File: src/rtl/hazard_control_pkg.sv
// rv32i_types: shared RV32I opcode/register types and the hazard controller state.
package rv32i_types;
    typedef enum logic [6:0] {
        op_lui   = 7'b0110111,
        op_auipc = 7'b0010111,
        op_jal   = 7'b1101111,
        op_jalr  = 7'b1100111,
        op_br    = 7'b1100011,
        op_load  = 7'b0000011,
        op_store = 7'b0100011,
        op_imm   = 7'b0010011,
        op_reg   = 7'b0110011,
        op_csr   = 7'b1110011
    } rv32i_opcode;
    typedef logic [4:0] rv32i_reg;
    typedef enum logic {RUN = 1'b0, MEM_WAIT = 1'b1} hazard_state_t;
endpackage

File: src/rtl/hazard_control_if.sv
// hazard_control_if: pipeline-side view of the hazard controller.
interface hazard_control_if;
    import rv32i_types::*;
    rv32i_reg    decode_rs1, decode_rs2, ex_rd;
    rv32i_opcode decode_opcode, ex_opcode;
    logic        br_taken, icache_read, icache_resp, dcache_read, dcache_write, dcache_resp;
    logic        cnt_clr, cnt_preload;
    logic [31:0] cnt_preload_val;
    logic        pc_load, if_id_load, id_ex_load, ex_mem_load, mem_wb_load;
    logic        if_id_flush, id_ex_flush;
    logic [31:0] stall_cnt, bubble_cnt, flush_cnt;
    modport master (
        output decode_rs1, decode_rs2, ex_rd, decode_opcode, ex_opcode,
        output br_taken, icache_read, icache_resp, dcache_read, dcache_write, dcache_resp,
        output cnt_clr, cnt_preload, cnt_preload_val,
        input  pc_load, if_id_load, id_ex_load, ex_mem_load, mem_wb_load,
        input  if_id_flush, id_ex_flush, stall_cnt, bubble_cnt, flush_cnt
    );
    modport slave (
        input  decode_rs1, decode_rs2, ex_rd, decode_opcode, ex_opcode,
        input  br_taken, icache_read, icache_resp, dcache_read, dcache_write, dcache_resp,
        input  cnt_clr, cnt_preload, cnt_preload_val,
        output pc_load, if_id_load, id_ex_load, ex_mem_load, mem_wb_load,
        output if_id_flush, id_ex_flush, stall_cnt, bubble_cnt, flush_cnt
    );
endinterface

File: src/rtl/hazard_control_load_use_detect.sv
// load_use_detect: flags a decode instruction that reads the register a load in EX is still fetching.
module load_use_detect
    import rv32i_types::*;
(
    input  rv32i_reg    i_decode_rs1,
    input  rv32i_reg    i_decode_rs2,
    input  rv32i_reg    i_ex_rd,
    input  rv32i_opcode i_decode_opcode,
    input  rv32i_opcode i_ex_opcode,
    output logic        o_load_use
);
    logic w_rs2_used;
    assign w_rs2_used = i_decode_opcode inside {op_reg, op_store, op_br};
    assign o_load_use = (i_ex_opcode == op_load) && (i_ex_rd != '0) &&
                        ((i_decode_rs1 == i_ex_rd) || (w_rs2_used && (i_decode_rs2 == i_ex_rd)));
endmodule

File: src/rtl/hazard_control.sv
// hazard_control: pipeline stall/flush/bubble control with event counters.
// Memory stalls dominate; a redirect seen while frozen is held until the pipeline moves.
module hazard_control
    import rv32i_types::*;
(
    input logic             clk,
    input logic             rst_n,
    hazard_control_if.slave hz
);
    hazard_state_t r_state, w_next_state;
    logic          r_flush_pending, w_next_flush_pending;
    logic [31:0]   r_stall_cnt, r_bubble_cnt, r_flush_cnt;
    logic          w_mem_busy, w_load_use, w_redirect;
    logic          w_inc_stall, w_inc_bubble, w_inc_flush;
    logic [4:0]    w_loads;
    logic [1:0]    w_flushes;

    assign w_mem_busy = (hz.icache_read & ~hz.icache_resp) |
                        ((hz.dcache_read | hz.dcache_write) & ~hz.dcache_resp);
    assign w_redirect = hz.br_taken | r_flush_pending;

    load_use_detect u_load_use_detect (
        .i_decode_rs1   (hz.decode_rs1),
        .i_decode_rs2   (hz.decode_rs2),
        .i_ex_rd        (hz.ex_rd),
        .i_decode_opcode(hz.decode_opcode),
        .i_ex_opcode    (hz.ex_opcode),
        .o_load_use     (w_load_use)
    );

    always_ff @(posedge clk or negedge rst_n) begin
        if (!rst_n) begin
            r_state         <= RUN;
            r_flush_pending <= 1'b0;
        end else begin
            r_state         <= w_next_state;
            r_flush_pending <= w_next_flush_pending;
        end
    end

    always_comb begin
        w_next_state         = r_state;
        w_next_flush_pending = r_flush_pending;
        w_loads              = 5'b11111;
        w_flushes            = 2'b00;
        w_inc_stall          = 1'b0;
        w_inc_bubble         = 1'b0;
        w_inc_flush          = 1'b0;
        if (w_mem_busy) begin
            w_next_state         = MEM_WAIT;
            w_next_flush_pending = r_flush_pending | hz.br_taken;
            w_loads              = 5'b00000;
            w_inc_stall          = 1'b1;
        end else begin
            w_next_state = RUN;
            if (w_redirect) begin
                w_next_flush_pending = 1'b0;
                w_flushes            = 2'b11;
                w_inc_flush          = 1'b1;
            end else if (w_load_use) begin
                w_loads      = 5'b00111;
                w_flushes    = 2'b01;
                w_inc_bubble = 1'b1;
            end
        end
    end

    // Clear beats preload, preload beats any same-cycle increment.
    always_ff @(posedge clk or negedge rst_n) begin
        if (!rst_n) begin
            r_stall_cnt  <= '0;
            r_bubble_cnt <= '0;
            r_flush_cnt  <= '0;
        end else if (hz.cnt_clr) begin
            r_stall_cnt  <= '0;
            r_bubble_cnt <= '0;
            r_flush_cnt  <= '0;
        end else if (hz.cnt_preload) begin
            r_stall_cnt  <= hz.cnt_preload_val;
            r_bubble_cnt <= hz.cnt_preload_val;
            r_flush_cnt  <= hz.cnt_preload_val;
        end else begin
            r_stall_cnt  <= r_stall_cnt + 32'(w_inc_stall);
            r_bubble_cnt <= r_bubble_cnt + 32'(w_inc_bubble);
            r_flush_cnt  <= r_flush_cnt + 32'(w_inc_flush);
        end
    end

    assign hz.pc_load     = rst_n & w_loads[4];
    assign hz.if_id_load  = rst_n & w_loads[3];
    assign hz.id_ex_load  = rst_n & w_loads[2];
    assign hz.ex_mem_load = rst_n & w_loads[1];
    assign hz.mem_wb_load = rst_n & w_loads[0];
    assign hz.if_id_flush = ~rst_n | w_flushes[1];
    assign hz.id_ex_flush = ~rst_n | w_flushes[0];
    assign hz.stall_cnt   = r_stall_cnt;
    assign hz.bubble_cnt  = r_bubble_cnt;
    assign hz.flush_cnt   = r_flush_cnt;
endmodule

File: src/flat_wrapper.sv
// flat-port wrapper written by rule: the top's interface ports become plain ports
module hazard_control_flat import rv32i_types::*;
  (clk, rst_n, hz_decode_rs1, hz_decode_rs2, hz_ex_rd, hz_decode_opcode, hz_ex_opcode, hz_br_taken, hz_icache_read, hz_icache_resp, hz_dcache_read, hz_dcache_write, hz_dcache_resp, hz_cnt_clr, hz_cnt_preload, hz_cnt_preload_val, hz_pc_load, hz_if_id_load, hz_id_ex_load, hz_ex_mem_load, hz_mem_wb_load, hz_if_id_flush, hz_id_ex_flush, hz_stall_cnt, hz_bubble_cnt, hz_flush_cnt);
  hazard_control_if hz_i ();
  input logic clk;
  input logic rst_n;
  input wire logic [$bits(hz_i.decode_rs1)-1:0] hz_decode_rs1;
  input wire logic [$bits(hz_i.decode_rs2)-1:0] hz_decode_rs2;
  input wire logic [$bits(hz_i.ex_rd)-1:0] hz_ex_rd;
  input wire logic [$bits(hz_i.decode_opcode)-1:0] hz_decode_opcode;
  input wire logic [$bits(hz_i.ex_opcode)-1:0] hz_ex_opcode;
  input wire logic [$bits(hz_i.br_taken)-1:0] hz_br_taken;
  input wire logic [$bits(hz_i.icache_read)-1:0] hz_icache_read;
  input wire logic [$bits(hz_i.icache_resp)-1:0] hz_icache_resp;
  input wire logic [$bits(hz_i.dcache_read)-1:0] hz_dcache_read;
  input wire logic [$bits(hz_i.dcache_write)-1:0] hz_dcache_write;
  input wire logic [$bits(hz_i.dcache_resp)-1:0] hz_dcache_resp;
  input wire logic [$bits(hz_i.cnt_clr)-1:0] hz_cnt_clr;
  input wire logic [$bits(hz_i.cnt_preload)-1:0] hz_cnt_preload;
  input wire logic [$bits(hz_i.cnt_preload_val)-1:0] hz_cnt_preload_val;
  output wire logic [$bits(hz_i.pc_load)-1:0] hz_pc_load;
  output wire logic [$bits(hz_i.if_id_load)-1:0] hz_if_id_load;
  output wire logic [$bits(hz_i.id_ex_load)-1:0] hz_id_ex_load;
  output wire logic [$bits(hz_i.ex_mem_load)-1:0] hz_ex_mem_load;
  output wire logic [$bits(hz_i.mem_wb_load)-1:0] hz_mem_wb_load;
  output wire logic [$bits(hz_i.if_id_flush)-1:0] hz_if_id_flush;
  output wire logic [$bits(hz_i.id_ex_flush)-1:0] hz_id_ex_flush;
  output wire logic [$bits(hz_i.stall_cnt)-1:0] hz_stall_cnt;
  output wire logic [$bits(hz_i.bubble_cnt)-1:0] hz_bubble_cnt;
  output wire logic [$bits(hz_i.flush_cnt)-1:0] hz_flush_cnt;
  assign hz_i.decode_rs1 = hz_decode_rs1;
  assign hz_i.decode_rs2 = hz_decode_rs2;
  assign hz_i.ex_rd = hz_ex_rd;
  assign hz_i.decode_opcode = hz_decode_opcode;
  assign hz_i.ex_opcode = hz_ex_opcode;
  assign hz_i.br_taken = hz_br_taken;
  assign hz_i.icache_read = hz_icache_read;
  assign hz_i.icache_resp = hz_icache_resp;
  assign hz_i.dcache_read = hz_dcache_read;
  assign hz_i.dcache_write = hz_dcache_write;
  assign hz_i.dcache_resp = hz_dcache_resp;
  assign hz_i.cnt_clr = hz_cnt_clr;
  assign hz_i.cnt_preload = hz_cnt_preload;
  assign hz_i.cnt_preload_val = hz_cnt_preload_val;
  assign hz_pc_load = hz_i.pc_load;
  assign hz_if_id_load = hz_i.if_id_load;
  assign hz_id_ex_load = hz_i.id_ex_load;
  assign hz_ex_mem_load = hz_i.ex_mem_load;
  assign hz_mem_wb_load = hz_i.mem_wb_load;
  assign hz_if_id_flush = hz_i.if_id_flush;
  assign hz_id_ex_flush = hz_i.id_ex_flush;
  assign hz_stall_cnt = hz_i.stall_cnt;
  assign hz_bubble_cnt = hz_i.bubble_cnt;
  assign hz_flush_cnt = hz_i.flush_cnt;
  hazard_control u_core (.clk(clk), .rst_n(rst_n), .hz(hz_i));
endmodule
File: config.mk
export PLATFORM = sky130hd
export DESIGN_NAME = hazard_control_flat
export DESIGN_NICKNAME = d
export VERILOG_FILES = /design/src/rtl/hazard_control_pkg.sv /design/src/rtl/hazard_control_if.sv /design/src/rtl/hazard_control_load_use_detect.sv /design/src/rtl/hazard_control.sv /design/src/flat_wrapper.sv
export SDC_FILE = /design/constraint.sdc
export NUM_CORES = 1
export LEC_CHECK = 0
export CAP_MARGIN = 20
export CORE_MARGIN = 2
export CORE_UTILIZATION = 52
export CTS_BUF_LIST = sky130_fd_sc_hd__clkbuf_4 sky130_fd_sc_hd__clkbuf_8
export DETAILED_ROUTE_END_ITERATION = 16
export GPL_TIMING_DRIVEN = 0
export PLACE_DENSITY = 0.87
export RECOVER_POWER = 25
export SKIP_LAST_GASP = 1
export SLEW_MARGIN = 20
export SYNTH_ARGS = -nofsm -noshare
export SYNTH_HDL_FRONTEND = slang
export SYNTH_SLANG_ARGS = --single-unit
File: constraint.sdc
create_clock -name clk -period 6.1 [get_ports clk]
set_input_delay 0.61 -clock clk [delete_from_list [all_inputs] [get_ports clk]]
set_output_delay 0.61 -clock clk [all_outputs]
set_load 0.02 [all_outputs]
==> out/metrics.yaml, run 1 <==
outcome:
  status: "finished with violations"
  failed_checks: "capacitance limit, slew limit"
clock_tree:
  cts.repair.resized: 0
  clock_path_buffers: 2
  cts.clk_slew.worst_paths_ns: 0.10
  cts_tree: "done"
  cts_made_buffers: 9
  cts.sinks: 97
  cts-htree-levels: 3
  hold_buffers: 0
  insertion_delay_ns: 0.37
  cts_setup_buffers: 0
  cts-root-buf: "clkbuf_8"
synth:
  synth_warnings: 0
  synth-seq-cells: 97
  synthMuxAreaShare_pct: 0
  synthAdderAreaFrac_pct: 1.340
  synth.most_common_cell: "dfrtp_1"
  netlist_top_cells_count: "dfrtp_1 (97), xor2_1 (54), a21oi_1 (50)"
  synth_top_cell_area_share_pct: 43.32
  synth_top_family_by_area: "simple AND/OR/NAND/NOR gates"
  dominantRegCellSynth: "dfrtp_1"
  synth_nets: 663
  synthSimpleGateAreaFrac_pct: 19.96
  synth_cell_types: 45
  syn_area_mm2: 0.005603
  synth_edf_count: 0
  synthXorXnorAreaFrac_pct: 14.38
  async_flop_share_pct: 100.0
  ys_seq_area_share_pct: 43.32
  synth-compound-area-share_pct: 16.03
  ys_top_cells_by_area: "dfrtp_1 (43%), xor2_1 (8.4%), a21boi_0 (6.4%), xnor2_1 (5.9%), a21oi_1 (4.5%)"
  synthCells: 586
  syn_avg_cell_area_um2: 9.561
  synth_top_area_cell: "dfrtp_1"
finish:
  diodes: 0
  fin_cells: 910
  fin_area_mm2: 0.007710
  final_nets: 847
  fillers: 790
  drive_above_1_share_pct: 4.780
  area_delta_synth_final_pct: 37.61
sta:
  max_freq_mhz: 233.4
  setup_violations: 0
  rsz0062_at_grt: "no"
  worst_slew_pin_slew_ns: 1.867
  finalWorstSetupSlack_ns: 1.815
  drv_slew: 32
  post-route-min-period_ns: 4.285
  clock_skew_ns: 0.01078
  period_share_pct: 70.25
  finalHoldViolCount: 0
  timing.hold.ws_ns: 0.6136
  timing.slew.headroom_pct: -24.46
route:
  drt_iter0_drc: 377
  viasPerCell: 5.963
  first_pass_iters: 5
  vias: 5426
  drcViolationCount: 0
  antenna_left: 0
  drt-wirelength-per-cell_um: 19.90
  wl_mm: 18.11
grt:
  track_usage_pct: 32.00
  grt_first_pass_wirelength_mm: 28.23
  antenna_found_initial: 0
  grt_pass1_vias: 5389
  grt_max_degree: 68
  grt_remaining_overflow: 0
power:
  peakVddDrop_v: 0.0001423
  power_density_mw_per_mm2: 197.8
  p_leak_nw: 3.126
placed_design:
  io_buffers: 172
  postPlaceCellArea_mm2: 0.007523
  place_hpwl_mm: 14.09
  dp_cells: 895
  place_worst_setup_slack_ns: 1.729
  globalplace.congestion: 0.9111
setup_path:
  arrival_ns: 3.68
  worst-path-buf-inv: 5
  start_kind: "input pin"
  crit_family: "buffers and inverters"
  cpMaxStageDelayCell: "clkbuf_1"
  crit_type: "in -> out"
  rr_startpoint: "u_core.r_flush_pending"
  max_stage_delay_ns: 1.31
  crit_chain: "clkbuf_1 > buf_16 > inv_1 > nor2_1 > o31a_1 > buf_4 > clkdlybuf4s50_1"
  critPathMaxFanout: 67
  cp-startpoint: "rst_n"
  end_kind: "primary output"
  required_ns: 5.49
hold_path:
  hold_start: "u_core.hz.bubble_cnt[24]"
  min_path_type: "reg -> reg"
die:
  core_mm2: 0.01042
  die_x_um: 107.8
  die_y_um: 107.8
  io_pins: 174
  die_area_mm2: 0.01162
  start_util_pct: 53.79
  row_count: 37
job:
  drv_cap: 1
==> worst paths after layout <==
check / to / slack (ns) / cells past startpoint
setup / recovery: hz_pc_load / 1.81 / 7
hold / removal: u_core.hz.bubble_cnt[24] / 0.61 / 2
setup reg to reg: u_core.hz.bubble_cnt[20] / 2.93 / 8
hold reg to reg: u_core.hz.bubble_cnt[24] / 0.61 / 2
max in group asynchronous: u_core.hz.flush_cnt[12] / 4.26 / 2
min in group asynchronous: u_core.hz.bubble_cnt[19] / 0.73 / 1
==> cells in the final DEF (no fill, tap or decap), types with 9 or more instances in the layout <==
master,n
xnor2_1,38
nand3_1,33
nand4_1,33
and3_1,21
nor3_1,18
nand2_1,36
a21oi_1,50
nor2_1,19
clkbuf_1,22
dfrtp_1,97
inv_1,32
xor2_1,54
clkbuf_8,10
a21boi_0,48
clkdlybuf4s50_1,171
a21boi_1,9
o21a_1,9
==> report_power, final <==
group	leakage, nW	internal (mW)	switching [mW]	total [mW]
logic	1.77	0.174	0.179	0.353
registers	1.26	0.685	0.0608	0.746
clock network	0.0981	0.198	0.229	0.427
total	3.13	1.06	0.468	1.52
==> flip-flops by register name, indices dropped and copies added (netlist names) <==
register	count
u_core.hz.stall_cnt	32
u_core.hz.flush_cnt	32
u_core.hz.bubble_cnt	32
u_core.r_flush_pending	1
==> cell type report <==
| class | instances | area [um^2] | share of cell area, % |
|---|---|---|---|
| tap | 136 | 170.2 | 2.207 |
| multi-input combinational | 427 | 2898 | 37.59 |
| buffer | 29 | 153.9 | 1.996 |
| clock buffer | 10 | 137.6 | 1.785 |
| sequential | 97 | 2427 | 31.48 |
| timing repair buffer | 173 | 1743 | 22.61 |
| inverter | 33 | 123.9 | 1.607 |
| clock inverter | 5 | 56.30 | 0.7303 |
==> through the flow <==
step                TNS (ns)  power, mW  utilization (%)
finish                     0      1.525            74.02
global route               0      1.579            74.02
CTS                        0      1.521            74.09
detailed placement         0      1.107            72.23
global placement     -0.9571      1.095            71.95
floorplan                  0     0.9010                -
==> tightest hold or removal path, stage by stage (launching register included) <==
cell and delay [ns]:
dfrtp_1 0.39, xnor2_1 0.13, a21boi_1 0.06
==> metal layers <==
layer	up-vias	track usage, %	routed length (um)
met3	44	4.722	1626
met4	0	16.21	807
met5	-	0	0
met1	2631	40.27	6827
li1	2434	-	-
met2	317	53.55	8846
==> cells by family after synthesis <==
family          after synthesis
compound gates              136
buf+inv                      62
xor+xnor                     92
simple gates                193
fa+ha+maj                     6
flops                        97
Note: power is estimated with default switching activity, not from simulation.
==> inputs of run 2 (changes only) <==
--- a/config.mk
+++ b/config.mk
@@ -7,11 +7,11 @@
 export LEC_CHECK = 0
 export CAP_MARGIN = 20
 export CORE_MARGIN = 2
-export CORE_UTILIZATION = 52
+export CORE_UTILIZATION = 44
 export CTS_BUF_LIST = sky130_fd_sc_hd__clkbuf_4 sky130_fd_sc_hd__clkbuf_8
 export DETAILED_ROUTE_END_ITERATION = 16
 export GPL_TIMING_DRIVEN = 0
-export PLACE_DENSITY = 0.87
+export PLACE_DENSITY = 0.78
 export RECOVER_POWER = 25
 export SKIP_LAST_GASP = 1
 export SLEW_MARGIN = 20
==> constraint.sdc (replaced) <==
create_clock -name clk -period 3.5 [get_ports clk]
set_input_delay 0.35 -clock clk [delete_from_list [all_inputs] [get_ports clk]]
set_output_delay 0.35 -clock clk [all_outputs]
set_load 0.02 [all_outputs]
==> out/metrics.yaml, run 2 (synthesized netlist as in run 1, its figures left out) <==
outcome:
  status: "finished clean"  # was finished with violations
grt:
  antenna_found_initial: 0  # unchanged
  track_usage_pct: 26.99  # was 32.00%
  grt_max_degree: 59  # was 68
  grt_remaining_overflow: 0  # unchanged
  grt_pass1_vias: 5379  # was 5,389
  grt_first_pass_wirelength_mm: 27.90  # was 28.23 mm
sta:
  finalHoldViolCount: 0  # unchanged
  finalWorstSetupSlack_ns: 0.1128  # was 1.815 ns
  max_freq_mhz: 295.2
  worst_slew_pin_slew_ns: 1.473  # was 1.867 ns
  drv_slew: 0  # was 32
  clock_skew_ns: 0.01004  # was 0.01078 ns
  setup_violations: 0  # unchanged
  timing.hold.ws_ns: 0.4517  # was 0.6136 ns
  tns_ns: 0  # unchanged
  post-route-min-period_ns: 3.387
  timing.slew.headroom_pct: 1.817  # was -24.46%
  period_share_pct: 96.78
placed_design:
  globalplace.congestion: 0.8918  # was 0.9111
  place_hpwl_mm: 13.69  # was 14.09 mm
  place_worst_setup_slack_ns: -0.5515  # was 1.729 ns
  io_buffers: 172  # unchanged
setup_path:
  r2r_setup_slack_ns: 0.59  # was 2.93 ns
  crit_type: "in -> reg"  # was in -> out
  cp-startpoint: "hz_ex_rd[2]"  # was rst_n
  ff2ff_path_depth: 8  # unchanged
  arrival_ns: 3.62  # was 3.68 ns
  critPathMaxFanout: 5  # was 67
  required_ns: 3.73  # was 5.49 ns
  rr_startpoint: "u_core.r_flush_pending"  # unchanged
  end_kind: "flop"  # was primary output
  start_kind: "input pin"  # unchanged
  r2r-end: "u_core.hz.bubble_cnt[20]"  # unchanged
power:
  p_leak_nw: 3.200  # was 3.126 nW
  peakVddDrop_v: 0.0002497  # was 0.0001423 V
  power_density_mw_per_mm2: 371.9  # was 197.8 mW/mm^2
  total_power_mw: 2.941  # was 1.525 mW
route:
  vias: 5305  # was 5,426
  drcViolationCount: 0  # unchanged
  first_pass_iters: 5  # unchanged
  wl_mm: 18.16  # was 18.11 mm
  drt-wirelength-per-cell_um: 19.09  # was 19.90 um
  drt_iter0_drc: 432  # was 377
  antenna_left: 0  # unchanged
  viasPerCell: 5.578  # was 5.963
hold_path:
  min_path_type: "in -> async"  # was reg -> reg
die:
  start_util_pct: 44.76  # was 53.79%
  io_pins: 174  # unchanged
  die_y_um: 116.8  # was 107.8 um
  row_count: 41  # was 37
  die_area_mm2: 0.01365  # was 0.01162 mm^2
  core_mm2: 0.01252  # was 0.01042 mm^2
  die_x_um: 116.8  # was 107.8 um
finish:
  postLayoutCoreUtil_pct: 63.19  # was 74.02%
  final_nets: 851  # was 847
  drive_above_1_share_pct: 6.290  # was 4.780%
  layout_common_cells: "clkdlybuf4s50_1 (169), dfrtp_1 (97), xor2_1 (54), a21oi_1 (50), a21boi_0 (48)"  # was clkdlybuf4s50_1 (171), dfrtp_1 (97), xor2_1 (54), a21oi_1 (50), a21boi_0 (48)
  final_common_cell: "clkdlybuf4s50_1"  # unchanged
  diodes: 0  # unchanged
  area_delta_synth_final_pct: 41.18  # was 37.61%
clock_tree:
  cts.sinks: 97  # unchanged
  cts_made_buffers: 9  # unchanged
  cts-htree-levels: 3  # unchanged
  clock_path_buffers: 2  # unchanged
  cts_tree: "done"  # unchanged
  cts.clk_slew.worst_paths_ns: 0.10  # about the same
  insertion_delay_ns: 0.37  # about the same
  cts-root-buf: "clkbuf_8"  # unchanged
job:
  drv_cap: 0  # was 1
[run 2: cell types whose count changed in the layout (fill, tap and decap cells not counted), moves of 2 or more]
cell             change
nor4_1               -4
bufinv_16            +4
clkinv_2             -2
clkdlybuf4s50_1      -2
dlymetal6s2s_1       +2
nor4_2               +4
buf_4                +3
[run 2: stage by stage]
stage / cells / cell area [um^2]
2_1_floorplan: 586 / 5603
3_3_place_gp: 930 / 7540
3_5_place_dp: 931 / 7569
4_1_cts: 948 / 7884
5_1_grt: 951 / 7910
6_report: 951 / 7910
[run 2: power breakdown]
part           switching, mW  total [mW]  internal, mW  leakage, nW
Clock                  0.417        1.04         0.620        0.140
Sequential             0.107        1.30          1.19         1.26
Combinational          0.302       0.604         0.302         1.80
[run 2: worst max path at each step]
stage / end / slack [ns] / cells past startpoint
2_1_floorplan: u_core.hz.bubble_cnt[20] / 0.47 / 11
3_3_place_gp: hz_pc_load / -2.43 / 6
3_5_place_dp: u_core.hz.bubble_cnt[15] / -0.55 / 12
4_1_cts: u_core.hz.bubble_cnt[20] / -0.06 / 12
5_1_grt: u_core.hz.bubble_cnt[20] / -0.01 / 12
6_report: u_core.hz.bubble_cnt[20] / 0.11 / 12
[run 2: area by class of cell]
class                   count  area, um^2
fillers                  1083        4607
multi-input cells         427        2934
flip-flops and latches     97        2427
repair buffers            177        1765
well taps                 172       215.2
clock inverters             7       166.4
plain buffers              29       153.9
clock buffers               9       123.9
inverters                  33       123.9
[run 2: metal layers]
metal  wire length [um]  share of wire (%)  global-route usage, %
met5                  0                  0                      0
met4                508                2.8                  10.82
met3               1292                7.1                  3.759
met2               8853                 49                  44.82
met1               7504                 41                  35.89
[run 2: repair_timing]
action / in CTS / in global routing
resized for setup: 3 / 5
setup buffers: 0 / 3
pin swaps: 0 / 6
hold buffers: 1 / 0
setup endpoints to repair: 13 / 12
hold endpoints to repair: 39 / 0
[run 2: worst max-delay path: stages]
cell             delay (ns)
clkdlybuf4s50_1        0.55
xnor2_1                0.15
nand3_1                0.10
nor3_1                 0.25
a31oi_2                0.10
nor4_2                 0.36
ha_2                   0.27
nand2_2                0.11
or4_4                  0.56
or4_1                  0.57
xnor2_1                0.16
a21boi_1               0.09
